### src/rtl/fp7_alu_issue_ctrl.sv
// Issue controller for the fp7 add pipeline: round-robin arbitration between the
// systolic column source (0) and the bias injector (1), RAW hazard blocking on
// accumulator entries still in flight, write-back tracking and a drain handshake.
module fp7_alu_issue_ctrl #(
  parameter int unsigned EXPONENT_WIDTH = 8,
  parameter int unsigned MANTISSA_WIDTH = 24,
  parameter int unsigned ADDR_WIDTH     = 4,
  parameter int unsigned ALU_LATENCY    = 4
) (
  input  logic                      clk,
  input  logic                      rst,
  input  logic                      s0_valid,
  output logic                      s0_ready,
  input  logic [ADDR_WIDTH-1:0]     s0_addr,
  input  logic [EXPONENT_WIDTH-1:0] s0_exponent,
  input  logic [MANTISSA_WIDTH-1:0] s0_mantissa,
  input  logic                      s1_valid,
  output logic                      s1_ready,
  input  logic [ADDR_WIDTH-1:0]     s1_addr,
  input  logic [EXPONENT_WIDTH-1:0] s1_exponent,
  input  logic [MANTISSA_WIDTH-1:0] s1_mantissa,
  output logic                      issue_valid,
  output logic                      issue_src,
  output logic [ADDR_WIDTH-1:0]     acc_rd_addr,
  output logic [EXPONENT_WIDTH-1:0] exponent_b,
  output logic [MANTISSA_WIDTH-1:0] mantissa_b,
  output logic                      wb_valid,
  output logic [ADDR_WIDTH-1:0]     wb_addr,
  input  logic                      drain_req,
  output logic                      drain_done,
  output logic                      busy
);

  typedef enum logic [1:0] {StRun, StDrain, StDone} state_e;

  state_e                    state_q;
  logic                      drain_done_q;
  logic                      prio_q;

  // Issue register
  logic                      i_valid_q;
  logic [ADDR_WIDTH-1:0]     i_addr_q;
  logic                      i_src_q;
  logic [EXPONENT_WIDTH-1:0] i_exp_q;
  logic [MANTISSA_WIDTH-1:0] i_mant_q;

  // Tracking chain, one stage per pipeline cycle
  logic [ALU_LATENCY-1:0]    t_valid_q;
  logic [ADDR_WIDTH-1:0]     t_addr_q [ALU_LATENCY];

  logic hazard0, hazard1, run_ok, elig0, elig1, grant0, grant1, pipe_empty;

  // Hazard detect against the issue register and every tracking stage; the
  // exiting stage counts because its write lands at the end of this cycle.
  always_comb begin
    hazard0 = i_valid_q && (s0_addr == i_addr_q);
    hazard1 = i_valid_q && (s1_addr == i_addr_q);
    for (int unsigned k = 0; k < ALU_LATENCY; k++) begin
      if (t_valid_q[k] && (s0_addr == t_addr_q[k])) hazard0 = 1'b1;
      if (t_valid_q[k] && (s1_addr == t_addr_q[k])) hazard1 = 1'b1;
    end
  end

  // Round-robin grant; drain_req blocks grants already in the cycle it is first seen.
  always_comb begin
    run_ok     = (state_q == StRun) && !drain_req && !rst;
    elig0      = s0_valid && !hazard0 && run_ok;
    elig1      = s1_valid && !hazard1 && run_ok;
    grant0     = elig0 && (!elig1 || !prio_q);
    grant1     = elig1 && (!elig0 || prio_q);
    pipe_empty = !i_valid_q && !(|t_valid_q);
  end

  // Drain FSM with registered drain_done
  always_ff @(posedge clk) begin
    if (rst) begin
      state_q      <= StRun;
      drain_done_q <= 1'b0;
    end else begin
      unique case (state_q)
        StRun: begin
          drain_done_q <= 1'b0;
          if (drain_req) state_q <= StDrain;
        end
        StDrain: begin
          if (!drain_req) begin
            state_q      <= StRun;
            drain_done_q <= 1'b0;
          end else if (pipe_empty) begin
            state_q      <= StDone;
            drain_done_q <= 1'b1;
          end
        end
        StDone: begin
          if (!drain_req) begin
            state_q      <= StRun;
            drain_done_q <= 1'b0;
          end
        end
        default: begin
          state_q      <= StRun;
          drain_done_q <= 1'b0;
        end
      endcase
    end
  end

  // Issue register and arbitration pointer; data fields hold when nothing is granted.
  always_ff @(posedge clk) begin
    if (rst) begin
      prio_q    <= 1'b0;
      i_valid_q <= 1'b0;
      i_addr_q  <= '0;
      i_src_q   <= 1'b0;
      i_exp_q   <= '0;
      i_mant_q  <= '0;
    end else begin
      i_valid_q <= grant0 || grant1;
      if (grant0) begin
        prio_q   <= 1'b1;
        i_addr_q <= s0_addr;
        i_src_q  <= 1'b0;
        i_exp_q  <= s0_exponent;
        i_mant_q <= s0_mantissa;
      end else if (grant1) begin
        prio_q   <= 1'b0;
        i_addr_q <= s1_addr;
        i_src_q  <= 1'b1;
        i_exp_q  <= s1_exponent;
        i_mant_q <= s1_mantissa;
      end
    end
  end

  // Tracking shift chain; reset discards in-flight ops so no write-back occurs for them.
  always_ff @(posedge clk) begin
    if (rst) begin
      t_valid_q <= '0;
      for (int unsigned k = 0; k < ALU_LATENCY; k++) t_addr_q[k] <= '0;
    end else begin
      t_valid_q   <= {t_valid_q[ALU_LATENCY-2:0], i_valid_q};
      t_addr_q[0] <= i_addr_q;
      for (int unsigned k = 1; k < ALU_LATENCY; k++) t_addr_q[k] <= t_addr_q[k-1];
    end
  end

  assign s0_ready    = grant0;
  assign s1_ready    = grant1;
  assign issue_valid = i_valid_q;
  assign issue_src   = i_src_q;
  assign acc_rd_addr = i_addr_q;
  assign exponent_b  = i_exp_q;
  assign mantissa_b  = i_mant_q;
  assign wb_valid    = t_valid_q[ALU_LATENCY-1];
  assign wb_addr     = t_addr_q[ALU_LATENCY-1];
  assign drain_done  = drain_done_q;
  assign busy        = !pipe_empty;

endmodule
### config.mk
export PLATFORM = sky130hd
export DESIGN_NAME = fp7_alu_issue_ctrl
export DESIGN_NICKNAME = d
export VERILOG_FILES = /design/src/rtl/fp7_alu_issue_ctrl.sv
export SDC_FILE = /design/constraint.sdc
export NUM_CORES = 1
export LEC_CHECK = 0
export CAP_MARGIN = 15
export CORE_MARGIN = 4
export CORE_UTILIZATION = 43
export CTS_BUF_LIST = sky130_fd_sc_hd__clkbuf_4 sky130_fd_sc_hd__clkbuf_8
export CTS_CLUSTER_DIAMETER = 30
export CTS_CLUSTER_SIZE = 14
export DETAILED_ROUTE_END_ITERATION = 10
export PLACE_DENSITY = 0.88
export SYNTH_ARGS = -nofsm -noshare
export SYNTH_HDL_FRONTEND = slang
export SYNTH_SLANG_ARGS = --single-unit
### constraint.sdc
create_clock -name clk -period 5.06 [get_ports clk]
set_input_delay 1.518 -clock clk [delete_from_list [all_inputs] [get_ports clk]]
set_output_delay 1.518 -clock clk [all_outputs]
set_load 0.02 [all_outputs]
==> results by group, run 1 <==
Status
  • Status: complete, no violations

STA
  • Hold slack: 0.486 ns
  • Worst-Margin Slew: 0.405 ns
  • Setup WS post-layout: 0.110 ns
  • Clock skew: 0.00997 ns
  • Final setup TNS: 0 ns
  • Relative slew margins: 0.730
  • Final count of negative-setup-slack endpoints: 0
  • FMAX: 202 MHz
  • RSZ-0062 raised after global routing: no
  • Tmin final: 4.95 ns
  • Fin. max-slew vios: 0
  • Hold Violations, Final: 0
  • Period Utilization, post-route: 0.978

Final layout
  • N_diodes: 0
  • Fillers: 495
  • Leading cell type in the layout, fill and taps excluded: clkdlybuf4s50_1
  • Final instance area: 4370 sq um
  • Area occupied by multi-input gates: 1450 sq um
  • Syn-to-layout area delta: 54.9%
  • End-of-flow core utilization: 0.688
  • Final Instance Count excl. Fillers: 477
  • Nets@finish: 472
  • Most frequent cells in the layout: 113 x clkdlybuf4s50_1, 62 x dfxtp_1, 36 x a221o_1
  • Register Area: 1240 sq um
  • Layout cell share with drive strength beyond 1: 0.120

Synthesis
  • Cell variety after synth: 30
  • Number of flops mapped to enable cells by yosys: 0
  • Post-Syn Area: 2820 sq um
  • Post-Syn Nets: 342
  • Seq/Total Area, Yosys: 0.440
  • Prevailing post-synth register cell: dfxtp_1
  • Async SR Flop Fraction: 0
  • Mapped Cells: 265
  • Avg Inst Size Synth: 10.7 sq um
  • #FFs+latches synth: 62
  • YS warnings: 0

GRT
  • GRT Overall Usage: 0.190
  • Pin count of the biggest net entering global routing: 37
  • Initial antenna violation count: 0
  • Grt total ovfl: 0
  • Number of global-route vias before repair: 2577
  • Global-route wire length before repair: 11.6 mm

Power and ir drop
  • Switching fraction of total power: 0.252
  • Clock share of power: 0.369
  • Total power: 1.29 mW
  • Sequential power share: 0.424
  • Logic pwr share: 0.208
  • Internal power: 0.963 mW
  • Pwr dens: 294 nW/um^2
  • Leakage power: 1.78 nW
  • P_sw: 0.324 mW
  • Max VDD drop: 0.234 mV

Die
  • Initial Utilization: 0.445
  • I/O Pins: 124
  • Die height: 89.0 um
  • # rows: 29
  • Core ar.: 6350 sq um
  • Die footprint: 7920 sq um
  • Die X-Extent: 89.0 um

Clocking
  • CTS tree: done
  • Worst-Skew Late Latency: 0.33 ns
  • Hold Buf Count CTS: 0
  • # H-tree levels: 3
  • Clock Tree Buf Depth: 2
  • Cts bufs inserted: 9
  • Clock slew at reported path FFs: 0.06 ns
  • Clk sink count: 62
  • Post-CTS setup buffer count: 0
  • CTS root buffer: clkbuf_8

Setup path
  • Crit-path cells: dlygate4sd2_1, xor2_1, nor4_2, buf_4, nor4_4, nand2_1, a21oi_4, dlygate4sd2_1
  • CP Max Fanout: 6
  • Max stage delay on crit path: 0.39 ns
  • Worst EP required: 3.54 ns
  • CP Class: primary input to output port
  • Data arrival, critical path: 3.43 ns
  • CP Capture Type: output port
  • CP max stage cell: dlygate4sd2_1
  • Worst setup SP type: primary input
  • Critical Path Most Common Cell: dlygate4sd2_1

Route
  • Vias: 2461
  • Iteration count of the initial detailed-routing pass: 4
  • DRT Wirelength: 7.55 mm
  • Routed len/inst: 15.8 um
  • Final antenna-violating net count: 0
  • Vias per cell: 5.16
  • DRT iter0 DRCs: 66
  • DRC: 0

Placement
  • Placed Area: 4130 sq um
  • Port Buffers: 123
  • DP HPWL: 5.71 mm
  • Dpl ws: -0.356 ns
  • Placed cells: 461
  • RD Place Congestion: 0.829

Worst hold path
  • Worst hold path class: flip-flop to flip-flop

Job
  • MaxCap Viol Count: 0
## Yosys cell counts (4+ instances only)
master | instances | share of area
nand2_1 | 15 | 0.020
dfxtp_1 | 62 | 0.44
nor4_2 | 5 | 0.022
clkbuf_1 | 5 | 0.0066
and2_1 | 35 | 0.078
xor2_1 | 30 | 0.093
xnor2_1 | 10 | 0.031
a221o_1 | 36 | 0.13
buf_6 | 7 | 0.028
a21oi_1 | 4 | 0.0071
buf_2 | 7 | 0.012
nor2b_1 | 21 | 0.047
## worst max-delay path, delay by kind of cell
family,cells,cell delay (ns)
buf+inv,3,0.89
simple gates,3,0.63
compound gates,1,0.15
xor+xnor,1,0.23
## worst paths after layout
kind         slack (ns)                        start                     endpoint  depth (start not counted)
max reg2reg        2.78  acc_rd_addr[3]$_SDFFE_PP0P_  mantissa_b[21]$_SDFFE_PP0P_                          9
min                0.49      drain_done$_SDFFE_PP0P_      drain_done$_SDFFE_PP0P_                          2
max                0.11                   s1_addr[3]                     s1_ready                          8
min reg2reg        0.49      drain_done$_SDFFE_PP0P_      drain_done$_SDFFE_PP0P_                          2
## state kept, by name, indices dropped and copies added, names as in the netlist
register	cells
mantissa_b	24
drain_done	1
issue_valid	1
prio_q	1
exponent_b	8
t_addr_q	16
t_valid_q	4
state_q	2
issue_src	1
acc_rd_addr	4
## final cells by class
| cell class | count | area share |
|---|---|---|
| clock buffer | 10 | 0.0315 |
| clock inverter | 6 | 0.0195 |
| inverter | 2 | 0.00172 |
| multi-input combinational | 181 | 0.331 |
| sequential | 62 | 0.284 |
| tap | 77 | 0.0220 |
| timing repair buffer | 139 | 0.311 |
## repair_timing
item / in CTS / in global routing
endpoints found under the setup margin: 2 / 2
pin swaps: 1 / 1
gates resized for setup: 7 / 5
## layer usage
layer / part of all wire / up-vias / global-route usage
li1: - / 1193 / -
met1: 0.42 / 1153 / 0.227
met2: 0.49 / 94 / 0.316
met3: 0.059 / 21 / 0.0461
met4: 0.030 / 0 / 0.0974
met5: 0 / - / 0
## logic make-up after synthesis
group	count (synthesis)	share of synthesized area
flops	62	0.440
simple gates	95	0.225
compound gates	46	0.159
buf+inv	22	0.0523
xor+xnor	40	0.124
## power groups by stage
stage	combinational, mW	clock (mW)	sequential, mW
floorplan	0.0966	0	0.587
global placement	0.264	0	0.554
detailed placement	0.269	0	0.555
CTS	0.270	0.489	0.545
global route	0.285	0.507	0.550
finish	0.267	0.475	0.546
Note: power is estimated with default switching activity, not from simulation.
==> run 2, diff against run 1 <==
CORE_MARGIN = 3   (was 4)
==> results by group, run 2 (synthesis gave the netlist of run 1 again) <==
Status
  • Status: complete, no violations

Placement
  • DP HPWL: 5.62 mm (-1.5%)
  • RD Place Congestion: 0.979 (+18%)
  • Port Buffers: 123 (unchanged)
  • Placed cells: 456 (-1.1%)

Die
  • Initial Utilization: 0.460 (+0.0159)
  • Die footprint: 7570 sq um (-4.4%)
  • Die height: 87.0 um (-2.2%)
  • I/O Pins: 124 (unchanged)
  • Core ar.: 6130 sq um (-3.4%)
  • # rows: 28 (-3.4%)
  • Die X-Extent: 87.0 um (-2.2%)

STA
  • Final count of negative-setup-slack endpoints: 0 (unchanged)
  • Clock skew: 0.00841 ns (-0.00156 ns)
  • Hold Violations, Final: 0 (unchanged)
  • RSZ-0062 raised after global routing: no
  • Relative slew margins: 0.728 (-0.00238)
  • Worst-Margin Slew: 0.408 ns (+0.00357 ns)
  • Hold slack: 0.486 ns (-0.000518 ns)
  • FMAX: 206 MHz (+1.8%)
  • Period Utilization, post-route: 0.961 (-0.0172)
  • Fin. max-slew vios: 0 (unchanged)
  • Tmin final: 4.86 ns (-0.0871 ns)

Clocking
  • Post-CTS setup buffer count: 0 (unchanged)
  • Cts bufs inserted: 9 (unchanged)
  • CTS tree: done
  • CTS root buffer: clkbuf_8
  • # H-tree levels: 3 (unchanged)
  • Clk sink count: 62 (unchanged)
  • Worst-Skew Late Latency: 0.32 ns (about the same)
  • Clock slew at reported path FFs: 0.06 ns (about the same)
  • Hold Buf Count CTS: 0 (unchanged)
  • Clock Tree Buf Depth: 2 (unchanged)
  • # resized after CTS: 12 (+5)

GRT
  • Number of global-route vias before repair: 2697 (+4.7%)
  • Global-route wire length before repair: 12.3 mm (+5.5%)
  • Pin count of the biggest net entering global routing: 37 (unchanged)
  • GRT Overall Usage: 0.205 (+0.0154)
  • Initial antenna violation count: 0 (unchanged)
  • Grt total ovfl: 0 (unchanged)

Setup path
  • Worst EP required: 3.54 ns (about the same)
  • CP Class: primary input to output port
  • CP Capture Type: output port
  • Data arrival, critical path: 3.35 ns (-0.08 ns)
  • Worst setup SP type: primary input
  • CP Max Fanout: 6 (unchanged)

Final layout
  • Layout cell share with drive strength beyond 1: 0.106 (-0.0139)
  • Nets@finish: 469 (-0.64%)
  • Max FFs per register: 24 (unchanged)
  • Syn-to-layout area delta: 51.9%
  • Most frequent cells in the layout: 113 x clkdlybuf4s50_1, 62 x dfxtp_1, 36 x a221o_1
  • N_diodes: 0 (unchanged)
  • End-of-flow core utilization: 0.699 (+0.0109)
  • Final Instance Count excl. Fillers: 471 (-1.3%)
  • Leading cell type in the layout, fill and taps excluded: clkdlybuf4s50_1

Worst hold path
  • Worst hold path class: flip-flop to flip-flop

Route
  • DRC: 0 (unchanged)
  • Routed len/inst: 16.0 um (+1.0%)
  • Final antenna-violating net count: 0 (unchanged)
  • Iteration count of the initial detailed-routing pass: 4 (unchanged)
  • DRT iter0 DRCs: 88 (+33%)
  • Vias: 2495 (+1.4%)
  • DRT Wirelength: 7.53 mm (-0.23%)
  • Vias per cell: 5.30 (+2.7%)

Job
  • MaxCap Viol Count: 0 (unchanged)

Power and ir drop
  • Leakage power: 1.71 nW (-3.6%)
  • Total power: 1.23 mW (-4.7%)
  • Pwr dens: 286 nW/um^2 (-2.9%)
  • Max VDD drop: 0.163 mV (-30%)
[run 2: changes by cell type in the layout (fill, tap and decap cells not counted), sizes merged]
cell           change
clkbuf             +1
clkdlybuf4s15      +2
bufinv             -1
dlymetal6s2s       -5
buf                -3
dlygate4sd2        +3
clkinvlp           -1
[run 2: power by group]
group | switching (mW) | leakage, nW | internal (mW) | total [mW]
clock | 0.175 | 0.0986 | 0.242 | 0.417
sequential | 0.0240 | 0.507 | 0.522 | 0.546
combinational | 0.114 | 1.11 | 0.149 | 0.263
[run 2: worst paths after layout]
path	start	to	slack [ns]	cells past startpoint
worst min register to register	drain_done$_SDFFE_PP0P_	drain_done$_SDFFE_PP0P_	0.49	2
worst min-delay path	drain_done$_SDFFE_PP0P_	drain_done$_SDFFE_PP0P_	0.49	2
worst max-delay path	s1_addr[2]	s1_ready	0.20	8
worst max register to register	acc_rd_addr[0]$_SDFFE_PP0P_	mantissa_b[0]$_SDFFE_PP0P_	2.76	9
[run 2: metal layers]
| layer | share of wire | global-route usage | up-vias | wire length, um |
|---|---|---|---|---|
| met1 | 0.42 | 0.234 | 1199 | 3150 |
| met5 | 0 | 0 | - | 0 |
| met2 | 0.48 | 0.351 | 102 | 3630 |
| li1 | - | - | 1187 | - |
| met4 | 0.013 | 0.0864 | 0 | 100 |
| met3 | 0.085 | 0.0643 | 7 | 640 |
[run 2: critical path: stages]
cell,delay (ns)
dlygate4sd2_1,0.39
xor2_1,0.20
nor4_2,0.07
buf_4,0.14
nor4_4,0.37
nand2_1,0.16
a21oi_4,0.14
dlygate4sd2_1,0.35
[run 2: final cells by class]
type	count	area (sq um)
clock inverter	4	47.5
inverter	2	7.51
clock buffer	11	145
fill	440	1840
sequential	62	1240
tap	75	93.8
multi-input combinational	181	1430
timing repair buffer	136	1320
[run 2: through the flow]
step,TNS [ns],instance area (sq um),setup WS [ns]
global route,0,4290,0.0339
global placement,-0.502,4110,-0.263
CTS,0,4290,0.184
detailed placement,-0.547,4110,-0.284
floorplan,0,2820,0.571
finish,0,4290,0.197
